===== config.mk =====
export PLATFORM = sky130hd
export DESIGN_NAME = imem_loader
export DESIGN_NICKNAME = d
export VERILOG_FILES = /design/src/rtl/imem_loader.sv
export SDC_FILE = /design/constraint.sdc
export NUM_CORES = 1
export LEC_CHECK = 0
export BUFFER_PORTS_ARGS = -buffer_cell sky130_fd_sc_hd__buf_2
export CORE_UTILIZATION = 50
export DETAILED_ROUTE_END_ITERATION = 10
export HOLD_SLACK_MARGIN = 0.02
export MAX_ROUTING_LAYER = met4
export PLACE_DENSITY_LB_ADDON = 0.15
export SYNTH_ARGS = -nofsm -noshare
export SYNTH_HDL_FRONTEND = slang
export SYNTH_SLANG_ARGS = --single-unit

===== constraint.sdc =====
create_clock -name clk -period 4.6 [get_ports clk]
set_input_delay 0.46 -clock clk [delete_from_list [all_inputs] [get_ports clk]]
set_output_delay 0.46 -clock clk [all_outputs]
set_load 0.02 [all_outputs]

===== src/rtl/imem_loader.sv =====
// imem_loader: byte-stream boot loader for the instruction memory.
//
// Receives LEN_LO, LEN_HI (16-bit word count N) followed by 4*N data bytes,
// LSB first. It assembles 32-bit little-endian words and writes each one to
// imem at BASE_ADDR + 4*word_idx. The core is held in reset until the image
// is complete.
//
// Ports
//   clk        rising-edge clock
//   reset      synchronous, active-high
//   start      1-cycle pulse; begins a load from IDLE, DONE or ERROR
//   in_valid   byte stream valid
//   in_data    byte stream data
//   in_ready   byte accepted when in_valid & in_ready
//   mem_we     imem write strobe, one cycle per word
//   mem_addr   imem byte address (word aligned)
//   mem_wdata  imem write data
//   cpu_reset  holds the core in reset while high
//   done       image loaded, core running
//   error      load aborted (length or checksum fault)
//
// Configuration
//   IMEM_LOADER_CHECKSUM_EN  when defined, one trailing byte must equal the
//                            XOR of all data bytes; otherwise there is no
//                            trailer.

module imem_loader #(
  parameter logic [31:0] BASE_ADDR = 32'h0000_0000,
  parameter int unsigned MAX_WORDS = 64
) (
  input  logic        clk,
  input  logic        reset,
  input  logic        start,
  input  logic        in_valid,
  input  logic [7:0]  in_data,
  output logic        in_ready,
  output logic        mem_we,
  output logic [31:0] mem_addr,
  output logic [31:0] mem_wdata,
  output logic        cpu_reset,
  output logic        done,
  output logic        error
);

  typedef enum logic [2:0] {
    S_IDLE  = 3'd0,
    S_LEN0  = 3'd1,
    S_LEN1  = 3'd2,
    S_DATA  = 3'd3,
    S_DONE  = 3'd4,
    S_ERROR = 3'd5
`ifdef IMEM_LOADER_CHECKSUM_EN
    , S_CSUM = 3'd6
`endif
  } state_t;

`ifdef IMEM_LOADER_CHECKSUM_EN
  localparam state_t S_FINISH = S_CSUM;
`else
  localparam state_t S_FINISH = S_DONE;
`endif

  state_t      state_q, state_d;
  logic [15:0] len_q, len_d;
  logic [1:0]  byte_cnt_q, byte_cnt_d;
  logic [15:0] word_idx_q, word_idx_d;
  // Only the lower three lanes are buffered; the fourth byte goes straight
  // into the write data register.
  logic [23:0] word_q, word_d;
  logic        mem_we_q, mem_we_d;
  logic [31:0] mem_addr_q, mem_addr_d;
  logic [31:0] mem_wdata_q, mem_wdata_d;
  logic        cpu_reset_q, cpu_reset_d;
  logic        done_q, done_d;
  logic        error_q, error_d;
`ifdef IMEM_LOADER_CHECKSUM_EN
  logic [7:0]  csum_q, csum_d;
`endif

  logic        accept;
  logic        load_start;
  logic [15:0] len_full;

  assign in_ready = (state_q == S_LEN0) || (state_q == S_LEN1) || (state_q == S_DATA)
`ifdef IMEM_LOADER_CHECKSUM_EN
                    || (state_q == S_CSUM)
`endif
                    ;
  assign accept   = in_valid && in_ready;
  assign len_full = {in_data, len_q[7:0]};

  always_comb begin
    state_d     = state_q;
    len_d       = len_q;
    byte_cnt_d  = byte_cnt_q;
    word_idx_d  = word_idx_q;
    word_d      = word_q;
    mem_we_d    = 1'b0;
    mem_addr_d  = mem_addr_q;
    mem_wdata_d = mem_wdata_q;
    cpu_reset_d = cpu_reset_q;
    done_d      = done_q;
    error_d     = error_q;
    load_start  = 1'b0;
`ifdef IMEM_LOADER_CHECKSUM_EN
    csum_d      = csum_q;
`endif

    case (state_q)
      S_IDLE: begin
        cpu_reset_d = 1'b1;
        if (start) load_start = 1'b1;
      end
      S_LEN0: begin
        if (accept) begin
          len_d[7:0] = in_data;
          state_d    = S_LEN1;
        end
      end
      S_LEN1: begin
        if (accept) begin
          len_d[15:8] = in_data;
          if (len_full == 16'd0) begin
            state_d = S_FINISH;
          end else if ({16'd0, len_full} > MAX_WORDS) begin
            state_d = S_ERROR;
            error_d = 1'b1;
          end else begin
            state_d = S_DATA;
          end
        end
      end
      S_DATA: begin
        if (accept) begin
`ifdef IMEM_LOADER_CHECKSUM_EN
          csum_d = csum_q ^ in_data;
`endif
          byte_cnt_d = byte_cnt_q + 2'd1;
          case (byte_cnt_q)
            2'd0: word_d[7:0]   = in_data;
            2'd1: word_d[15:8]  = in_data;
            2'd2: word_d[23:16] = in_data;
            default: begin
              mem_we_d    = 1'b1;
              mem_wdata_d = {in_data, word_q};
              mem_addr_d  = BASE_ADDR + {14'd0, word_idx_q, 2'b00};
              word_idx_d  = word_idx_q + 16'd1;
              // Leaving DATA here still lets the registered write land in
              // the next cycle; done only rises one cycle after that.
              if (word_idx_q == len_q - 16'd1) state_d = S_FINISH;
            end
          endcase
        end
      end
`ifdef IMEM_LOADER_CHECKSUM_EN
      S_CSUM: begin
        if (accept) begin
          if (in_data == csum_q) begin
            state_d = S_DONE;
          end else begin
            state_d = S_ERROR;
            error_d = 1'b1;
          end
        end
      end
`endif
      S_DONE: begin
        if (start) begin
          load_start = 1'b1;
        end else begin
          done_d      = 1'b1;
          cpu_reset_d = 1'b0;
        end
      end
      S_ERROR: begin
        error_d     = 1'b1;
        cpu_reset_d = 1'b1;
        if (start) load_start = 1'b1;
      end
      default: state_d = S_IDLE;
    endcase

    if (load_start) begin
      state_d     = S_LEN0;
      len_d       = '0;
      byte_cnt_d  = '0;
      word_idx_d  = '0;
      word_d      = '0;
      cpu_reset_d = 1'b1;
      done_d      = 1'b0;
      error_d     = 1'b0;
`ifdef IMEM_LOADER_CHECKSUM_EN
      csum_d      = '0;
`endif
    end
  end

  always_ff @(posedge clk) begin
    if (reset) begin
      state_q     <= S_IDLE;
      len_q       <= '0;
      byte_cnt_q  <= '0;
      word_idx_q  <= '0;
      word_q      <= '0;
      mem_we_q    <= 1'b0;
      mem_addr_q  <= BASE_ADDR;
      mem_wdata_q <= '0;
      cpu_reset_q <= 1'b1;
      done_q      <= 1'b0;
      error_q     <= 1'b0;
`ifdef IMEM_LOADER_CHECKSUM_EN
      csum_q      <= '0;
`endif
    end else begin
      state_q     <= state_d;
      len_q       <= len_d;
      byte_cnt_q  <= byte_cnt_d;
      word_idx_q  <= word_idx_d;
      word_q      <= word_d;
      mem_we_q    <= mem_we_d;
      mem_addr_q  <= mem_addr_d;
      mem_wdata_q <= mem_wdata_d;
      cpu_reset_q <= cpu_reset_d;
      done_q      <= done_d;
      error_q     <= error_d;
`ifdef IMEM_LOADER_CHECKSUM_EN
      csum_q      <= csum_d;
`endif
    end
  end

  assign mem_we    = mem_we_q;
  assign mem_addr  = mem_addr_q;
  assign mem_wdata = mem_wdata_q;
  assign cpu_reset = cpu_reset_q;
  assign done      = done_q;
  assign error     = error_q;

endmodule


## Yosys cells after proc, flatten, opt, wreduce, memory -nomap -nowiden

Index checks and enable logic that the tools add are counted.

- Register bits after elaboration: 113
- Output and inout bits: 69
- Input port bits: 12
- Word-level logic and storage cells: 89

- Reduce and logical (&&, ||, !) cells: 25
- Equal/unequal tests: 22
- Bitwise operators: 5
- Magnitude comparators: 1
- Add/sub/neg operators: 3
- Muxes and demuxes: 18

Operator list:

| cell | count |
|---|---|
| $mux W3 | 7 |
| $add A16 B1 Y16 const B | 1 |
| $eq A16 B16 Y1 | 1 |
| $gt A16 B7 Y1 const B | 1 |
| $logic_not A16 Y1 | 1 |
| $sub A16 B1 Y16 const B | 1 |
| $ne A2 B2 Y1 const B | 6 |
| $ne A3 B3 Y1 const B | 4 |
| $pmux W3 S4 | 1 |
| $reduce_and A3 Y1 | 4 |
| $reduce_and A6 Y1 | 2 |
| $reduce_and A2 Y1 | 5 |
| $reduce_or A3 Y1 | 3 |
| $mux W1 | 8 |
| $eq A3 B2 Y1 const B | 2 |
| $eq A3 B3 Y1 const B | 2 |
| $ne A2 B1 Y1 const B | 3 |
| $not A1 Y1 | 5 |
| $pmux W1 S2 | 2 |
| $reduce_and A4 Y1 | 1 |
| $reduce_bool A2 Y1 | 2 |
| $reduce_or A2 Y1 | 2 |
| $eq A3 B1 Y1 const B | 1 |
| $logic_not A3 Y1 | 1 |
| 7 further kinds | 8 |

## Longest topological paths before layout

Gate-level depths: netlist (run 1).

- Depth after elaboration: 7
- Gate-level depth with buffers: 10
- Gate-level depth less buffers: 9

## Worst setup path before layout (run 1)

OpenSTA, ideal clock, no wires.

- Kind: register -> register
- Start point: reg len_q[0]
- End point: reg state_q[2]
- Period minus slack after synthesis: 2.553 ns
- Path buffers: 1
- Stages on the path, launching flop included: 11
- Setup time: 0.121 ns
- Data required time: 4.479 ns
- Path slack: 2.047 ns
- Arrival time: 2.432 ns
- Path through: dfxtp_1 -> clkbuf_1 -> inv_1 -> ha_1 -> or4b_4 -> nor4b_4 -> xnor2_1 -> a2111oi_4 -> o2111ai_2 -> nand3_2 -> mux2_4

- Word-level cells in the longest chain between the ends: 5
- Elaborated cells between the ends (all ways): 10
- Those cells by class: add/sub (1); order compare (1); eq/ne (2); mux (4); reduce/logical (2)

Ends and longest elaborated chain:

| item | RTL line | text |
|---|---|---|
| start, declared | 64 | `logic [15:0] len_q, len_d;` |
| start signal, assigned | 216 | `len_q <= len_d;` |
| branches (longest 5 deep; another with $sub A16 B1 Y16) | - |  |
| end signal, assigned | 215 | `state_q <= state_d;` |
| end, declared | 63 | `state_t state_q, state_d;` |

Parallel ways; which one is timed is not known. The select of a mux whose other input is x is not followed.
A chain may end at the register's enable or synchronous reset.

## Final worst setup path (run 1)

- Start point: reg state_q[0]
- End point: reg word_idx_q[13]

- Word-level cells in the longest chain between the ends: 5
- Elaborated cells between the ends (all ways): 13
- Those cells by class: eq/ne (5); mux (1); reduce/logical (7)

Ends and longest elaborated chain:

| item | RTL line | text |
|---|---|---|
| $eq A3 B1 Y1 or $eq A3 B2 Y1 (tied branches) | 84 | `assign in_ready = (state_q == S_LEN0) \|\| (state_q == S_LEN1) \|\| (state_q == S_DATA)` |
| $logic_or A1 B1 Y1 (2 in series) | 84 |  |
| $logic_and A1 B1 Y1 | 89 | `assign accept = in_valid && in_ready;` |
| $reduce_and A3 Y1 (no line) | - |  |
| end signal, assigned | 218 | `word_idx_q <= word_idx_d;` |
| end, declared | 66 | `logic [15:0] word_idx_q, word_idx_d;` |

Several ways; a longest one is shown, not always the timed one.

==> results.cfg, run 1 <==
[power_and_ir_drop]
p_leak_nw = 2.231
clkPwrFrac_pct = 54.3
p_total_mw = 2.516
power.net_switching_uw = 587.5
intPower_mw = 1.929
p_seq_share_pct = 39.6
ir_drop_mv = 0.2830
powerDensity_mw_per_mm2 = 423.6
switching_share_pct = 23.35
power_frac_comb_pct = 6.1

[floorplanning]
core.rowCount = 36
fp.dieH_um = 102.8
core_mm2 = 0.009819
io_pins = 81
die_area_mm2 = 0.01057
dieWidth_um = 102.8
start_util_pct = 51.75

[drt]
drtIter0Drc = 251
routedWlPerCell_um = 14.52
ant_nets = 0
vias = 4437
via_per_inst = 5.339
routed_wl_um = 12070
first_pass_iters = 5
drc = 0

[timing]
worstMarginPinSlew_ns = 1.037
fmax_ghz = 0.3486
period_needed_ns = 2.868
fin_tns_setup_ns = 0
fin_crit_sh_pct = 62.35
rsz0062_at_grt = no
hold_viol = 0
finClkSkew_ns = 0.006822
slew_violations = 0
finalSetupViolCount = 0
slew_headroom_pct = 30.33

[cts]
clk_pin_slew_ns = 0.06
cts_hold_buf = 0
clockBufferDepth = 2
cts_inserted_buffers = 17
insertion_delay_ns = 0.52
cts_tree = done
cts-root-buf = clkbuf_8
cts_resized = 0
cts_setup_buffers = 0
cts-htree-levels = 4
cts_sinks = 113

[global_routing]
grt_pass1_vias = 3950
grt_pass1_wl_um = 19620
grt-ovfl-total = 0
grt_antenna_before_repair = 0
grt_max_degree = 61
grt.total_usage_pct = 25.10

[logic_synthesis]
synth-edff-count = 0
synth.distinct_cells = 52
yosysSeqAreaShare_pct = 44.52
synth.ff_latch_count = 113
yosys_warnings = 0
synth_ff_type = dfxtp_1
syn_avg_cell_area_um2 = 7.866
synthArstFlopShare_pct = 0
synth_area_mm2 = 0.005081
syn_inst = 646

[worst_setup_path]
reg2reg_from = state_q[0]
r2r_cells = 9
startpoint_type = flop
endpoint_kind = flop
worstSetupStartpoint = state_q[0]
crit_end = word_idx_q[13]
crit_type = reg -> reg
reg2reg_slack_ns = 1.73
critPathRequiredTime_ns = 4.99
r2r-end = word_idx_q[13]
crit_fanout = 53
critPathArrivalTime_ns = 3.26

[final_layout]
drive_gt1_share_pct = 15.90
final_cells = 831
layout_common_cells = nand2_1 (171), dfxtp_1 (113), a21oi_1 (94)
area_growth_pct = 16.92
diodes = 0
nets = 704
final_common_cell = nand2_1
post-route-util_pct = 60.50

[placement]
place_inst = 799
io_buffers = 64
dp_hpwl_um = 8090
gp_congestion = 0.8715

[min_path]
hold_path.class = in -> reg
hold_start = start

[run]
drv_cap = 0

[status]
status = complete, no violations
-- power groups by stage --
stage	Sequential, mW	Combinational, mW	Clock (mW)
floorplan	1.01	0.136	0
global placement	1.02	0.151	0
detailed placement	1.02	0.152	0
CTS	0.997	0.153	1.38
global route	0.998	0.169	1.42
finish	0.997	0.152	1.37
-- synthesized netlist by cell type, drive strengths merged (2+ instances only) --
cell	number	share of area, %
o21ai	5	0.49
a31oi	7	0.86
nor4	6	0.74
a21oi	94	9.3
nand3	35	3.6
xor2	12	2.1
inv	9	0.66
nand2	171	13
or4	3	0.52
nor2b	3	0.37
ha	7	1.7
dfxtp	113	45
clkbuf	35	2.6
nand4b	3	0.52
mux2i	4	0.79
nor3	10	1.2
nor4b	3	0.81
xnor2	21	3.6
buf	28	3.8
and4	4	0.69
o22ai	2	0.25
and2	2	0.25
or3	4	0.49
nor2	38	2.8
nand3b	2	0.30
nand4	7	0.86
-- metal layers --
metal | wire (µm) | track usage (%) | vias to the layer above
met5 | 0 | - | -
met4 | 163 | 8.776 | 0
met3 | 626 | 5.288 | 17
met2 | 5575 | 37.85 | 116
met1 | 5702 | 33.31 | 2091
li1 | - | - | 2213
-- registers in the layout, indices dropped and copies added (netlist names) --
signal,cells
byte_cnt_q,2
cpu_reset,1
done,1
error,1
len_q,16
mem_addr,16
mem_wdata,32
mem_we,1
state_q,3
word_idx_q,16
word_q,24
-- critical path, cell delays in order, from the launching register on --
cell and delay (ns):
dfxtp_1 0.50, and4b_1 0.25, buf_4 0.29, and2_1 0.17, buf_4 0.45, nand4_1 0.29, nor3_1 0.39, nand4_1 0.15
xor2_1 0.16, nor2_1 0.05
-- cell families after synthesis --
logic type               synth area share, %
flip-flops                             44.52
multiplexers                           1.083
AND/OR/NAND/NOR                        27.14
AO/OA/AOI/OAI                          12.66
buffers and inverters                  7.116
XOR/XNOR                               5.688
other                                0.07380
adder cells (fa/ha/maj)                1.724
-- worst min path at each step --
stage,end,slack [ns],cells past startpoint
floorplan,mem_wdata[0],0.43,2
global placement,mem_addr[4],0.44,2
detailed placement,mem_addr[5],0.44,2
CTS,cpu_reset,0.21,3
global route,cpu_reset,0.23,3
finish,cpu_reset,0.21,3
-- metrics by stage --
| stage | hold slack (ns) | worst slack (ns) | instance area, µm² |
|---|---|---|---|
| after floorplan | 0.4321 | 2.047 | 5137 |
| after global placement | 0.4401 | 1.660 | 5326 |
| after detailed placement | 0.4446 | 1.596 | 5326 |
| after CTS | 0.2074 | 1.706 | 5941 |
| after global routing | 0.2312 | 1.406 | 5941 |
| final | 0.2135 | 1.732 | 5941 |
-- cell type report --
cell class                      instances  area [µm²]
Timing Repair Buffer                   68       350.3
Sequential cell                       113        2262
Tap cell                              133       166.4
Multi-Input combinational cell        476        2514
Clock inverter                         13       182.7
Fill cell                             913        3879
Inverter                                9       33.78
Clock buffer                           19       431.7
No activity file was read; power rests on OpenSTA's default activity.
==> run 2: changes to the inputs <==
==> constraint.sdc (replaced) <==
create_clock -name clk -period 2.4 [get_ports clk]
set_input_delay 0.24 -clock clk [delete_from_list [all_inputs] [get_ports clk]]
set_output_delay 0.24 -clock clk [all_outputs]
set_load 0.02 [all_outputs]
==> results.cfg, run 2 (synthesis results as in run 1) <==
[global_routing]
grt-ovfl-total = 0
met2_usage_pct = 41.95
grt_pass1_wl_um = 20970
grt_max_degree = 61
grt.total_usage_pct = 27.08
grt_pass1_vias = 4323
use_met3_pct = 6.373
top_usage_layer = met2
grtUsageMet1_pct = 34.09
grt_antenna_before_repair = 0

[final_layout]
fillCellCount = 906
area_growth_pct = 22.36
final_common_cell = nand2_1
drive_gt1_share_pct = 20.63
final_cells = 860
diodes = 0
post-route-util_pct = 63.32
layout_common_cells = nand2_1 (170), dfxtp_1 (111), a21oi_1 (94)
largest_reg_flops = 32
finalInstanceArea_mm2 = 0.006217
nets = 733

[status]
violations = setup timing
status = finished with violations

[placement]
gp_congestion = 0.8735
dp_hpwl_um = 8522
io_buffers = 64
placed_area_mm2 = 0.005570
place_inst = 825
dpl_worst_slack_ns = -0.08891

[worst_setup_path]
crit_type = reg -> reg
worstSetupStartpoint = len_q[1]
r2r-end = state_q[2]
max_stage_delay_ns = 0.53
critPathArrivalTime_ns = 2.87
startpoint_type = flop
path_cells = inv_2, ha_4, or4b_4, nor4b_4, xnor2_2, a2111oi_4, o2111ai_2, nand3_2, mux2_4
endpoint_kind = flop
slowest_stage = or4b_4
crit_fanout = 3
crit_buf_inv = 1
cp_top_family = simple AND/OR/NAND/NOR gates
r2r_cells = 9
reg2reg_from = len_q[1]
reg2reg_slack_ns = -0.06
critPathRequiredTime_ns = 2.81

[cts]
clk_pin_slew_ns = 0.06
cts_tree = done
insertion_delay_ns = 0.53
cts-root-buf = clkbuf_8
clockBufferDepth = 2
cts-htree-levels = 4
cts_inserted_buffers = 17
cts_sinks = 113

[floorplanning]
core_mm2 = 0.009819
io_pins = 81
dieWidth_um = 102.8
fp.dieH_um = 102.8
start_util_pct = 51.75
core.rowCount = 36
die_area_mm2 = 0.01057

[drt]
drc = 0
drtIter0Drc = 197
via_per_inst = 5.357
vias = 4607
first_pass_iters = 5
routedWlPerCell_um = 14.59
ant_nets = 0
routed_wl_um = 12550

[power_and_ir_drop]
p_leak_nw = 2.388
powerDensity_mw_per_mm2 = 764.9
ir_drop_mv = 0.4687

[min_path]
holdPathStages = 3
hold_path.class = in -> reg
hold_start = in_data[7]
min_to = len_q[15]

[timing]
worstMarginPinSlew_ns = 0.5825
postLayoutSetupSlackWorst_ns = -0.06194
hold_viol = 0
rsz0062_at_grt = yes
slew_violations = 0
holdWs_ns = 0.05670
period_needed_ns = 2.462
finalSetupViolCount = 2
fmax_ghz = 0.4062
finClkSkew_ns = 0.01336
fin_crit_sh_pct = 102.6
slew_headroom_pct = 61.17

[run]
drv_cap = 0
-- run 2: area by class of cell --
| type | instances | area [µm²] | area share (%) |
|---|---|---|---|
| Multi-Input combinational cell | 476 | 2575 | 41.42 |
| Clock buffer | 19 | 431.7 | 6.943 |
| Clock inverter | 13 | 160.2 | 2.576 |
| Tap cell | 133 | 166.4 | 2.677 |
| Sequential cell | 113 | 2265 | 36.43 |
| Inverter | 9 | 36.28 | 0.5836 |
| Timing Repair Buffer | 97 | 583.1 | 9.378 |
-- run 2: power by group --
group	internal, mW	total [mW]	switching, mW
sequential	1.89	1.90	0.0120
combinational	0.131	0.354	0.223
clock	1.61	2.50	0.893
-- run 2: worst max-delay path by stage --
stage	to	slack [ns]	cells past startpoint
after global routing	state_q[2]	-0.13	9
after floorplan	state_q[2]	0.001	10
final	state_q[2]	-0.06	9
after global placement	state_q[2]	-0.06	9
after detailed placement	state_q[2]	-0.09	9
after CTS	state_q[2]	-0.04	9
-- run 2: tightest hold or removal path: stages --
cell,delay [ns]
buf_2,0.16
nand2_1,0.07
a21oi_1,0.05
-- run 2: layer usage --
metal | share of wire [%] | vias to the layer above
met5 | 0 | -
met4 | 1.3 | 0
met3 | 5.7 | 17
met2 | 48 | 141
met1 | 45 | 2171
li1 | - | 2278
-- run 2: timing repair --
action / in CTS / in global routing
cloned: 0 / 0
hold endpoints to repair: 1 / 0
setup buffers: 1 / 1
endpoints found under the setup margin: 2 / 3
pin swaps: 4 / 3
hold buffers: 1 / 0
resized for setup: 2 / 6
-- run 2: metrics by stage --
step / total power [mW] / setup TNS [ns]
after floorplan: 2.207 / 0
after global placement: 2.277 / -0.05971
after CTS: 4.789 / -0.03897
after global routing: 4.920 / -0.3053
final: 4.755 / -0.06425
after detailed placement: 2.283 / -0.1388
==> run 3: changes to the inputs <==
--- a/config.mk
+++ b/config.mk
@@ -11,6 +11,7 @@
 export HOLD_SLACK_MARGIN = 0.02
 export MAX_ROUTING_LAYER = met4
 export PLACE_DENSITY_LB_ADDON = 0.15
+export REMOVE_ABC_BUFFERS = 1
 export SYNTH_ARGS = -nofsm -noshare
 export SYNTH_HDL_FRONTEND = slang
 export SYNTH_SLANG_ARGS = --single-unit
==> results.cfg, run 3 (synthesis results as in run 1) <==
[status]
status = finished with violations
violations = setup timing

[final_layout]
area_growth_pct = 22.63
post-route-util_pct = 63.46
largest_reg_flops = 32
final_common_cell = nand2_1
diodes = 0
fillCellCount = 899
layout_common_cells = nand2_1 (170), dfxtp_1 (111), a21oi_1 (94)
drive_gt1_share_pct = 20.50
nets = 733

[placement]
gp_congestion = 0.8440
dp_hpwl_um = 8744
io_buffers = 64

[timing]
finalSetupViolCount = 1
fmax_ghz = 0.4124
postLayoutSetupSlackWorst_ns = -0.02455
fin_crit_sh_pct = 101.0
period_needed_ns = 2.425
holdWs_ns = 0.06625
worstMarginPinSlew_ns = 0.4987
slew_headroom_pct = 66.64
hold_viol = 0
rsz0062_at_grt = yes
finClkSkew_ns = 0.01288
slew_violations = 0

[drt]
routed_wl_um = 12860
first_pass_iters = 5
vias = 4585
via_per_inst = 5.331
ant_nets = 0
routedWlPerCell_um = 14.95
drc = 0
drtIter0Drc = 194

[worst_setup_path]
crit_fanout = 3
critPathRequiredTime_ns = 2.79
path_cells = inv_2, ha_4, or4b_4, nor4b_4, xnor2_2, a2111oi_4, o2111ai_2, nand3_2, mux2_4
max_stage_delay_ns = 0.52
critPathArrivalTime_ns = 2.82
crit_buf_inv = 1
cp_top_family = simple AND/OR/NAND/NOR gates
worstSetupStartpoint = len_q[1]
crit_type = reg -> reg
endpoint_kind = flop
slowest_stage = or4b_4
startpoint_type = flop
reg2reg_from = len_q[1]

[power_and_ir_drop]
ir_drop_mv = 0.4663
powerDensity_mw_per_mm2 = 780.2
p_leak_nw = 2.402

[cts]
cts-root-buf = clkbuf_8
clockBufferDepth = 2
clk_pin_slew_ns = 0.06
cts_tree = done
cts_inserted_buffers = 17
cts_sinks = 113
cts-htree-levels = 4
insertion_delay_ns = 0.52

[run]
drv_cap = 0

[global_routing]
grt_antenna_before_repair = 0
grt_pass1_vias = 4243
top_usage_layer = met2
grt_pass1_wl_um = 20760
use_met3_pct = 4.746
grt_max_degree = 46
grt.total_usage_pct = 26.52
grt-ovfl-total = 0
grtUsageMet1_pct = 32.42
met2_usage_pct = 43.54

[floorplanning]
io_pins = 81
start_util_pct = 51.75
fp.dieH_um = 102.8
core.rowCount = 36
die_area_mm2 = 0.01057
dieWidth_um = 102.8
core_mm2 = 0.009819

[min_path]
hold_start = in_data[7]
hold_path.class = in -> reg
run 3: worst register-to-register path, stage by stage (launching register included):
cell and delay, ns:
dfxtp_2 0.32, inv_2 0.08, ha_4 0.13, or4b_4 0.52
nor4b_4 0.28, xnor2_2 0.13, a2111oi_4 0.22, o2111ai_2 0.19
nand3_2 0.13, mux2_4 0.31
run 3: final cells by class:
cell class	instances	area (µm²)	area share [%]
Inverter	9	33.78	0.5422
Clock inverter	13	172.7	2.771
Tap cell	133	166.4	2.671
Sequential cell	113	2265	36.35
Multi-Input combinational cell	476	2556	41.02
Timing Repair Buffer	97	595.6	9.558
Clock buffer	19	441.7	7.088
run 3: power breakdown:
| part | switching, mW | internal [mW] | total [mW] | leakage (nW) |
|---|---|---|---|---|
| sequential | 0.00839 | 1.89 | 1.90 | 0.912 |
| combinational | 0.228 | 0.131 | 0.359 | 1.19 |
| clock | 0.949 | 1.66 | 2.61 | 0.301 |
| total | 1.19 | 3.68 | 4.86 | 2.40 |
run 3: per-layer routing:
layer | share of wire (%) | vias to the layer above | wire [µm]
li1 | - | 2271 | -
met1 | 43 | 2153 | 5531
met2 | 49 | 142 | 6347
met3 | 5.6 | 19 | 720
met4 | 2.0 | 0 | 257
met5 | 0 | - | 0
run 3: worst paths after layout:
path | endpoint | slack (ns) | cells past startpoint
setup / recovery | state_q[2] | -0.02 | 9
hold / removal | mem_wdata[31] | 0.07 | 3
setup reg to reg | state_q[2] | -0.02 | 9
hold reg to reg | mem_wdata[10] | 0.45 | 2
run 3: what timing repair did:
| item | in CTS | in global routing |
|---|---|---|
| resized for setup | 10 | 1 |
| buffers inserted | 1 | 0 |
| pin swaps | 6 | 5 |
| endpoints found under the hold margin | 1 | 0 |
| hold buffers | 1 | 0 |
| endpoints found under the setup margin | 2 | 3 |
run 3: through the flow:
stage               setup WS, ns  std cells  instance area (µm²)  setup TNS (ns)  power [mW]
finish                  -0.02455        860                 6231        -0.02455       4.861
detailed placement       -0.1194        826                 5557         -0.1615       2.279
global placement        -0.06727        826                 5557        -0.06727       2.273
CTS                     -0.03767        860                 6225        -0.03767       4.902
floorplan                -0.9718        598                 4810          -18.23       2.146
global route            -0.09869        860                 6231         -0.1581       5.018
